## src/rtl/counter_ctrl.sv

```systemverilog
// Run-control sequencer for the 8-bit LED counter.
// The buttons are synchronized and debounced, and each accepted press becomes a single-cycle event.
// The events drive an IDLE/RUN/PAUSE sequencer and the direction flag.
// A prescaler that runs only in RUN produces the count steps.
// Every output is a register.
module counter_ctrl #(
  parameter int WIDTH      = 8,
  parameter int TICK_DIV   = 25_000_000,
  parameter int DEB_CYCLES = 16
) (
  input  logic             clk,
  input  logic             reset,
  input  logic [2:0]       key_n,
  input  logic [WIDTH-1:0] sw_load,
  output logic [WIDTH-1:0] count,
  output logic             running,
  output logic             dir_down,
  output logic             tick,
  output logic             wrap
);

  localparam int PW = $clog2(TICK_DIV);
  localparam int DW = $clog2(DEB_CYCLES + 1);
  localparam logic [PW-1:0]    PRESC_LAST = PW'(TICK_DIV - 1);
  localparam logic [DW-1:0]    DEB_FULL   = DW'(DEB_CYCLES);
  localparam logic [DW-1:0]    DEB_LAST   = DW'(DEB_CYCLES - 1);
  localparam logic [WIDTH-1:0] CNT_MAX    = '1;

  typedef enum logic [1:0] {IDLE, RUN, PAUSE} state_t;

  logic [2:0]    key_p0;
  logic [2:0]    key_p1;
  logic [DW-1:0] deb_cnt [3];
  logic [2:0]    evt_p2;
  state_t        state;
  logic [PW-1:0] presc;

  logic ev_start;
  logic ev_dir;
  logic ev_load;

  assign ev_start = evt_p2[0];
  assign ev_dir   = evt_p2[1];
  assign ev_load  = evt_p2[2];

  // The counter value after one step, modulo 2^WIDTH.
  function automatic logic [WIDTH-1:0] step_value(input logic [WIDTH-1:0] cur, input logic down);
    return down ? cur - WIDTH'(1) : cur + WIDTH'(1);
  endfunction

  // This is true when the step from cur wraps the counter around.
  function automatic logic step_wraps(input logic [WIDTH-1:0] cur, input logic down);
    return down ? (cur == '0) : (cur == CNT_MAX);
  endfunction

  // Two-flop synchronizer per key; released (1) is the reset level
  always_ff @(posedge clk or posedge reset) begin
    if (reset) begin
      key_p0 <= 3'b111;
      key_p1 <= 3'b111;
    end else begin
      key_p0 <= key_n;
      key_p1 <= key_p0;
    end
  end

  // Debounce: count synchronized-low cycles and saturate, so each held press yields one event
  always_ff @(posedge clk or posedge reset) begin
    if (reset) begin
      for (int i = 0; i < 3; i++) deb_cnt[i] <= '0;
      evt_p2 <= '0;
    end else begin
      for (int i = 0; i < 3; i++) begin
        if (key_p1[i])
          deb_cnt[i] <= '0;
        else if (deb_cnt[i] != DEB_FULL)
          deb_cnt[i] <= deb_cnt[i] + DW'(1);
        evt_p2[i] <= !key_p1[i] && (deb_cnt[i] == DEB_LAST);
      end
    end
  end

  // Sequencer, prescaler and counter; load beats start, and start beats step.
  // Direction toggles independently of the other events.
  always_ff @(posedge clk or posedge reset) begin
    if (reset) begin
      state    <= IDLE;
      presc    <= '0;
      count    <= '0;
      running  <= 1'b0;
      dir_down <= 1'b0;
      tick     <= 1'b0;
      wrap     <= 1'b0;
    end else begin
      tick <= 1'b0;
      wrap <= 1'b0;
      if (ev_dir)
        dir_down <= ~dir_down;
      if (ev_load) begin
        state   <= PAUSE;
        running <= 1'b0;
        presc   <= '0;
        count   <= sw_load;
      end else if (ev_start) begin
        presc <= '0;
        if (state == RUN) begin
          state   <= PAUSE;
          running <= 1'b0;
        end else begin
          state   <= RUN;
          running <= 1'b1;
        end
      end else if (state == RUN) begin
        if (presc == PRESC_LAST) begin
          presc <= '0;
          count <= step_value(count, dir_down);
          tick  <= 1'b1;
          wrap  <= step_wraps(count, dir_down);
        end else begin
          presc <= presc + PW'(1);
        end
      end else begin
        presc <= '0;
      end
    end
  end

endmodule
```

## config.mk

```make
export PLATFORM = sky130hd
export DESIGN_NAME = counter_ctrl
export DESIGN_NICKNAME = d
export VERILOG_FILES = /design/src/rtl/counter_ctrl.sv
export SDC_FILE = /design/constraint.sdc
export NUM_CORES = 1
export LEC_CHECK = 0
export ABC_CLOCK_PERIOD_IN_PS = 3300
export CORE_MARGIN = 5
export CORE_UTILIZATION = 55
export CTS_CLUSTER_DIAMETER = 120
export DETAILED_ROUTE_END_ITERATION = 10
export PLACE_DENSITY = 0.76
export SKIP_LAST_GASP = 1
export SLEW_MARGIN = 20
export SYNTH_ARGS = -nofsm -noshare
export SYNTH_HDL_FRONTEND = slang
export SYNTH_SLANG_ARGS = --single-unit
```

## constraint.sdc

```tcl
create_clock -name clk -period 3.3 [get_ports clk]
set_input_delay 0.66 -clock clk [delete_from_list [all_inputs] [get_ports clk]]
set_output_delay 0.66 -clock clk [all_outputs]
set_load 0.005 [all_outputs]
```

==> results of run 1 <==
==> synthesized netlist by cell type (2+ instances only) <==
cell,count
nor2b_1,4
nand2b_1,4
nand3_1,14
a21oi_1,5
o21a_1,2
or4b_1,2
buf_2,2
nor4_1,8
xnor2_1,23
ha_1,16
nand4_1,8
o2111ai_1,2
dfrtp_1,56
and4_1,2
o21bai_1,2
a31oi_1,4
nor3_1,13
o21ai_0,7
xor2_1,14
and3_1,7
clkbuf_1,3
nand2_1,19
or3_1,2
nor4b_1,2
o21ai_1,2
nor2_1,42
mux2i_1,6
dfstp_2,6
inv_1,26
==> registers in the layout (all words and copies together), names as in the netlist <==
signal / cells
state: 2
tick: 1
count: 8
dir_down: 1
evt_p2: 3
key_p1: 3
wrap: 1
deb_cnt: 15
key_p0: 3
presc: 25
==> metal layers <==
metal / track usage / up-vias / share of wire
li1: - / 1169 / -
met1: 0.2652 / 1161 / 0.46
met2: 0.2907 / 46 / 0.49
met3: 0.05133 / 4 / 0.045
met4: 0.04958 / 0 / 0.0052
met5: 0 / - / 0
==> final cells by class <==
class	count	area, um2	share of cell area
clock buffers	12	145.1	0.03836
clock inverters	4	95.09	0.02513
inverters	26	97.59	0.02579
multi-input cells	227	1534	0.4054
flip-flops and latches	62	1559	0.4120
well taps	72	90.09	0.02381
repair buffers	27	262.8	0.06944
==> how the worst max path moves through the flow <==
stage,slack (ns),depth (start not counted),to
detailed placement,1.06,6,count[7]
global placement,1.11,6,count[7]
global route,0.89,6,count[7]
finish,1.05,6,count[7]
floorplan,1.11,1,count[0]
CTS,1.03,6,count[7]
==> report_power, final <==
group          total (mW)  leakage, nW  internal [mW]  switching, mW
clock network       0.799        0.121          0.522          0.277
registers           0.792        0.802          0.777         0.0152
logic              0.0684        0.615         0.0342         0.0343
total                1.66         1.54           1.33          0.327
==> kinds of logic after synthesis <==
| group | after synthesis | share of synthesized area |
|---|---|---|
| buf+inv | 31 | 0.03701 |
| fa+ha+maj | 17 | 0.06856 |
| xor+xnor | 37 | 0.1009 |
| simple gates | 137 | 0.2275 |
| flops | 62 | 0.4854 |
| mux | 7 | 0.02221 |
| compound gates | 29 | 0.05843 |
==> through the flow <==
stage,setup WS (ns),instances,hold WS [ns],cell area (um2)
floorplan,1.109,320,0.3452,3212
global placement,1.114,414,0.3466,3543
detailed placement,1.061,414,0.3476,3543
CTS,1.034,430,0.3579,3784
global route,0.8879,430,0.3659,3784
finish,1.050,430,0.3566,3784
==> critical path: cells and delay by family, from the launching register on <==
family	cells	cell delay [ns]
and+or+nand+nor	4	1.39
DFF	1	0.38
adders and majority gates	1	0.25
AOI/OAI and AO/OA	1	0.16
==> flow_summary.json, run 1 <==
{
  "die_x_um": 86.42,
  "start_util": 0.5762,
  "grt_pass1_vias": 2455,
  "fin_skew_ns": 0.009599,
  "r2r_slack_ns": 1.05,
  "r2r_start": "presc[0]",
  "worstPathArrival_ns": 2.50,
  "antennaDiodeCount": 0,
  "power_leakage_nw": 1.538,
  "dp_hpwl_mm": 4.378,
  "drcViolationCount": 0,
  "fp.dieArea_um2": 7468,
  "drt_iter0_markers": 159,
  "gr-usage-all-layers": 0.1891,
  "hp-class": "reg -> reg",
  "netlist_instances": 320,
  "hold_viol_final": 0,
  "cts_buffer_depth": 2,
  "cts_setup_buffers": 0,
  "fin_crit_ns": 2.250,
  "grt_antenna_before_repair": 0,
  "fill_cells": 450,
  "htree_levels": 3,
  "avgSynthCellArea_um2": 10.04,
  "worst_pin_slew_ns": 0.8342,
  "core_um2": 5574,
  "yosysTopAreaCell": "dfrtp_1",
  "min_period_over_period": 0.6818,
  "slowest_delay_ns": 0.54,
  "synth.distinct_cells": 46,
  "utilization": 0.6788,
  "ys_seq_area_frac": 0.4854,
  "status": "finished, final reports clean",
  "synthesis.nets": 350,
  "crit_type": "reg -> reg",
  "vias": 2380,
  "critPathRequiredTime_ns": 3.55,
  "via_per_inst": 5.535,
  "grt_max_degree": 28,
  "max_cap_violations": 0,
  "finalSetupTns_ns": 0,
  "placement.io_buffers": 24,
  "overflow": 0,
  "max_slew_margin": 0.4360,
  "numCtsBuffers": 9,
  "async_flop_share": 1.000,
  "vdd_drop_max_mv": 0.3613,
  "ys.flop_type": "dfrtp_1",
  "grt_pass1_wl_mm": 11.32,
  "p_total_mw": 1.660,
  "finalWeightedCongestion": 0.8061,
  "clk_pin_slew_ns": 0.06,
  "worstHoldEndpoint": "key_p1[0]",
  "hold_depth": 0,
  "p_per_area_nw_per_um2": 438.8,
  "crit_path_cell_trace": "ha_1 -> and4_1 -> nand2_2 -> nor4_4 -> or4b_1 -> a31oi_1",
  "cts.sinks": 62,
  "synth-seq-cells": 62,
  "cts_resized": 0,
  "cts_tree": "built",
  "wirelength_mm": 6.116,
  "wl_per_cell_um": 14.22,
  "area_growth_pct": 17.80,
  "worstSetupEndpointType": "flop",
  "ant_nets": 0,
  "critPathLaunch": "presc[0]",
  "layout_commonest_cell": "dfrtp_1",
  "die_h_um": 86.42,
  "finalMaxSlewViolations": 0,
  "first_pass_iters": 4,
  "hold_buffers": 0,
  "synth_edf_count": 0,
  "nNetsFinal": 383,
  "synth_area_um2": 3212,
  "reg2regPathDepth": 6,
  "min_from": "key_p0[0]",
  "max_freq_mhz": 444.5,
  "synth_top_area_frac": 0.4363,
  "rsz0062_at_grt": "no",
  "fp-row-count": 27,
  "slowest_stage": "nor4_4",
  "worstPathMaxFanout": 7,
  "root_buffer": "clkbuf_8",
  "setup_viol": 0,
  "final_cell_mix": "dfrtp_1, nor2_1, inv_1",
  "ys.warnings.count": 0,
  "cp-start-kind": "flop",
  "clk_latency_ns": 0.33,
  "r2r-end": "count[7]",
  "synthTopCellsByArea": "dfrtp_1, xnor2_1, ha_1",
  "ios": 25,
  "drive_above_1_share": 0.08101
}
No activity file was read; power rests on OpenSTA's default activity.
==> run 2, diff against run 1 <==
--- a/config.mk
+++ b/config.mk
@@ -5,7 +5,7 @@
 export SDC_FILE = /design/constraint.sdc
 export NUM_CORES = 1
 export LEC_CHECK = 0
-export ABC_CLOCK_PERIOD_IN_PS = 3300
+export ABC_CLOCK_PERIOD_IN_PS = 2300
 export CORE_MARGIN = 5
 export CORE_UTILIZATION = 55
 export CTS_CLUSTER_DIAMETER = 120
==> constraint.sdc (replaced) <==
create_clock -name clk -period 2.3 [get_ports clk]
set_input_delay 0.46 -clock clk [delete_from_list [all_inputs] [get_ports clk]]
set_output_delay 0.46 -clock clk [all_outputs]
set_load 0.005 [all_outputs]
==> run 2 against run 1 <==
- fmax rose by 2.3%
- non-clock buffer count increased by 4
- first-iteration DRC count down 40%
- critical path depth did not move
- sequential power up 44%
- cell area rose by 0.40%
- worst hold slack improved by 0.00069 ns
- clock-buffer cell count decreased by 2
- largest cell class unchanged
- power increased by 32%
- utilization up 0.27 points
- global-route usage is essentially flat
==> flow_summary.json, run 2 (synthesis results as in run 1) <==
{
  "status": "finished, final reports clean",
  "fp-row-count": 27,
  "slowest_stage": "or4b_1",
  "crit_type": "reg -> reg",
  "gr-usage-all-layers": 0.1893,
  "antennaDiodeCount": 0,
  "drcViolationCount": 0,
  "cts.sinks": 62,
  "grt_pass1_wl_mm": 11.12,
  "power_leakage_nw": 1.550,
  "p_per_area_nw_per_um2": 576.6,
  "cp-start-kind": "flop",
  "worstPathMaxFanout": 11,
  "drive_above_1_share": 0.09945,
  "htree_levels": 3,
  "slowest_delay_ns": 0.51,
  "fin_ws_ns": 0.1010,
  "placed_cell_area_um2": 3598,
  "grt_max_degree": 47,
  "rsz0062_at_grt": "no",
  "fin_hold_ws_ns": 0.3573,
  "fin_crit_ns": 2.199,
  "start_util": 0.5762,
  "via_per_inst": 5.565,
  "finalMaxSlewViolations": 0,
  "max_slew_margin": 0.4189,
  "regMostFlops": "presc",
  "dp_hpwl_mm": 4.440,
  "placement.io_buffers": 24,
  "setup_viol": 0,
  "ios": 25,
  "r2r-end": "count[7]",
  "drt_iter0_markers": 96,
  "wirelength_mm": 6.191,
  "final_cell_mix": "dfrtp_1, nor2_1, inv_1",
  "nNetsFinal": 387,
  "reg.largest.list": "presc (25), deb_cnt (15), count (8)",
  "vdd_drop_max_mv": 0.5194,
  "r2r_start": "dir_down",
  "die_x_um": 86.42,
  "finalWeightedCongestion": 0.8853,
  "die_h_um": 86.42,
  "worstSetupEndpointType": "flop",
  "clk_pin_slew_ns": 0.07,
  "clk_latency_ns": 0.34,
  "worstPathArrival_ns": 2.46,
  "hold_viol_final": 0,
  "root_buffer": "clkbuf_8",
  "grt_antenna_before_repair": 0,
  "fp.dieArea_um2": 7468,
  "hp-class": "reg -> reg",
  "max_cap_violations": 0,
  "first_pass_iters": 4,
  "r2r_slack_ns": 0.10,
  "area_growth_pct": 18.27,
  "critPathLaunch": "dir_down",
  "crit_path_cell_trace": "ha_1 -> a21oi_1 -> o2111ai_1 -> and3_1 -> or4b_1 -> a31oi_1",
  "max_freq_mhz": 454.7,
  "vias": 2415,
  "grt_pass1_vias": 2397,
  "wl_per_cell_um": 14.26,
  "min_from": "key_p0[1]",
  "reg2regPathDepth": 6,
  "cts_tree": "built",
  "ant_nets": 0,
  "core_um2": 5574,
  "worst_pin_slew_ns": 0.8595,
  "hold_depth": 0,
  "fin_skew_ns": 0.007218,
  "min_period_over_period": 0.9561,
  "numCtsBuffers": 9,
  "cts_buffer_depth": 2,
  "overflow": 0,
  "largest_reg_flops": 25,
  "utilization": 0.6815,
  "worstHoldEndpoint": "key_p1[1]",
  "place_ws_ns": 0.05363,
  "stdcell_area_um2": 3799,
  "critPathRequiredTime_ns": 2.56,
  "finalSetupTns_ns": 0,
  "layout_commonest_cell": "dfrtp_1"
}
==> run 2: critical path: cells and delay by family (launching register included) <==
family                   cells  cell delay, ns
AO/OA/AOI/OAI                3            0.59
adder cells (fa/ha/maj)      1            0.30
flip-flops                   1            0.49
AND/OR/NAND/NOR              2            0.73
==> run 2: worst max-delay path by stage <==
stage,end
5_1_grt,count[6]
3_3_place_gp,count[7]
2_1_floorplan,count[7]
6_report,count[7]
4_1_cts,count[7]
3_5_place_dp,count[7]
==> run 2: cell type report <==
class	instances	area, um2
fillers	433	1775
repair buffers	31	317.8
well taps	72	90.09
multi-input cells	227	1534
flip-flops and latches	62	1560
clock buffers	10	137.6
clock inverters	6	61.31
inverters	26	97.59
==> run 2: where the power goes <==
group          internal [mW]  switching [mW]
Clock                  0.525           0.427
Sequential              1.11          0.0215
Combinational         0.0507          0.0506
==> run 2: routing by layer <==
layer	track usage	wire, um	part of all wire	up-vias
met4	0.09348	112	0.018	0
met1	0.2433	2758	0.45	1177
li1	-	-	-	1180
met5	0	0	0	-
met3	0.05038	267	0.043	10
met2	0.2955	3053	0.49	48
==> run 2: stage by stage <==
step | cells | power (mW)
6_report | 434 | 2.190
5_1_grt | 434 | 2.285
4_1_cts | 434 | 2.214
3_5_place_dp | 418 | 1.259
3_3_place_gp | 418 | 1.254
2_1_floorplan | 320 | 1.210
==> run 2: what timing repair did <==
action,CTS,global route
gates resized for setup,0,1
hold endpoints to repair,0,0
setup endpoints to repair,0,2
buffers inserted,0,0
hold buffers,0,0
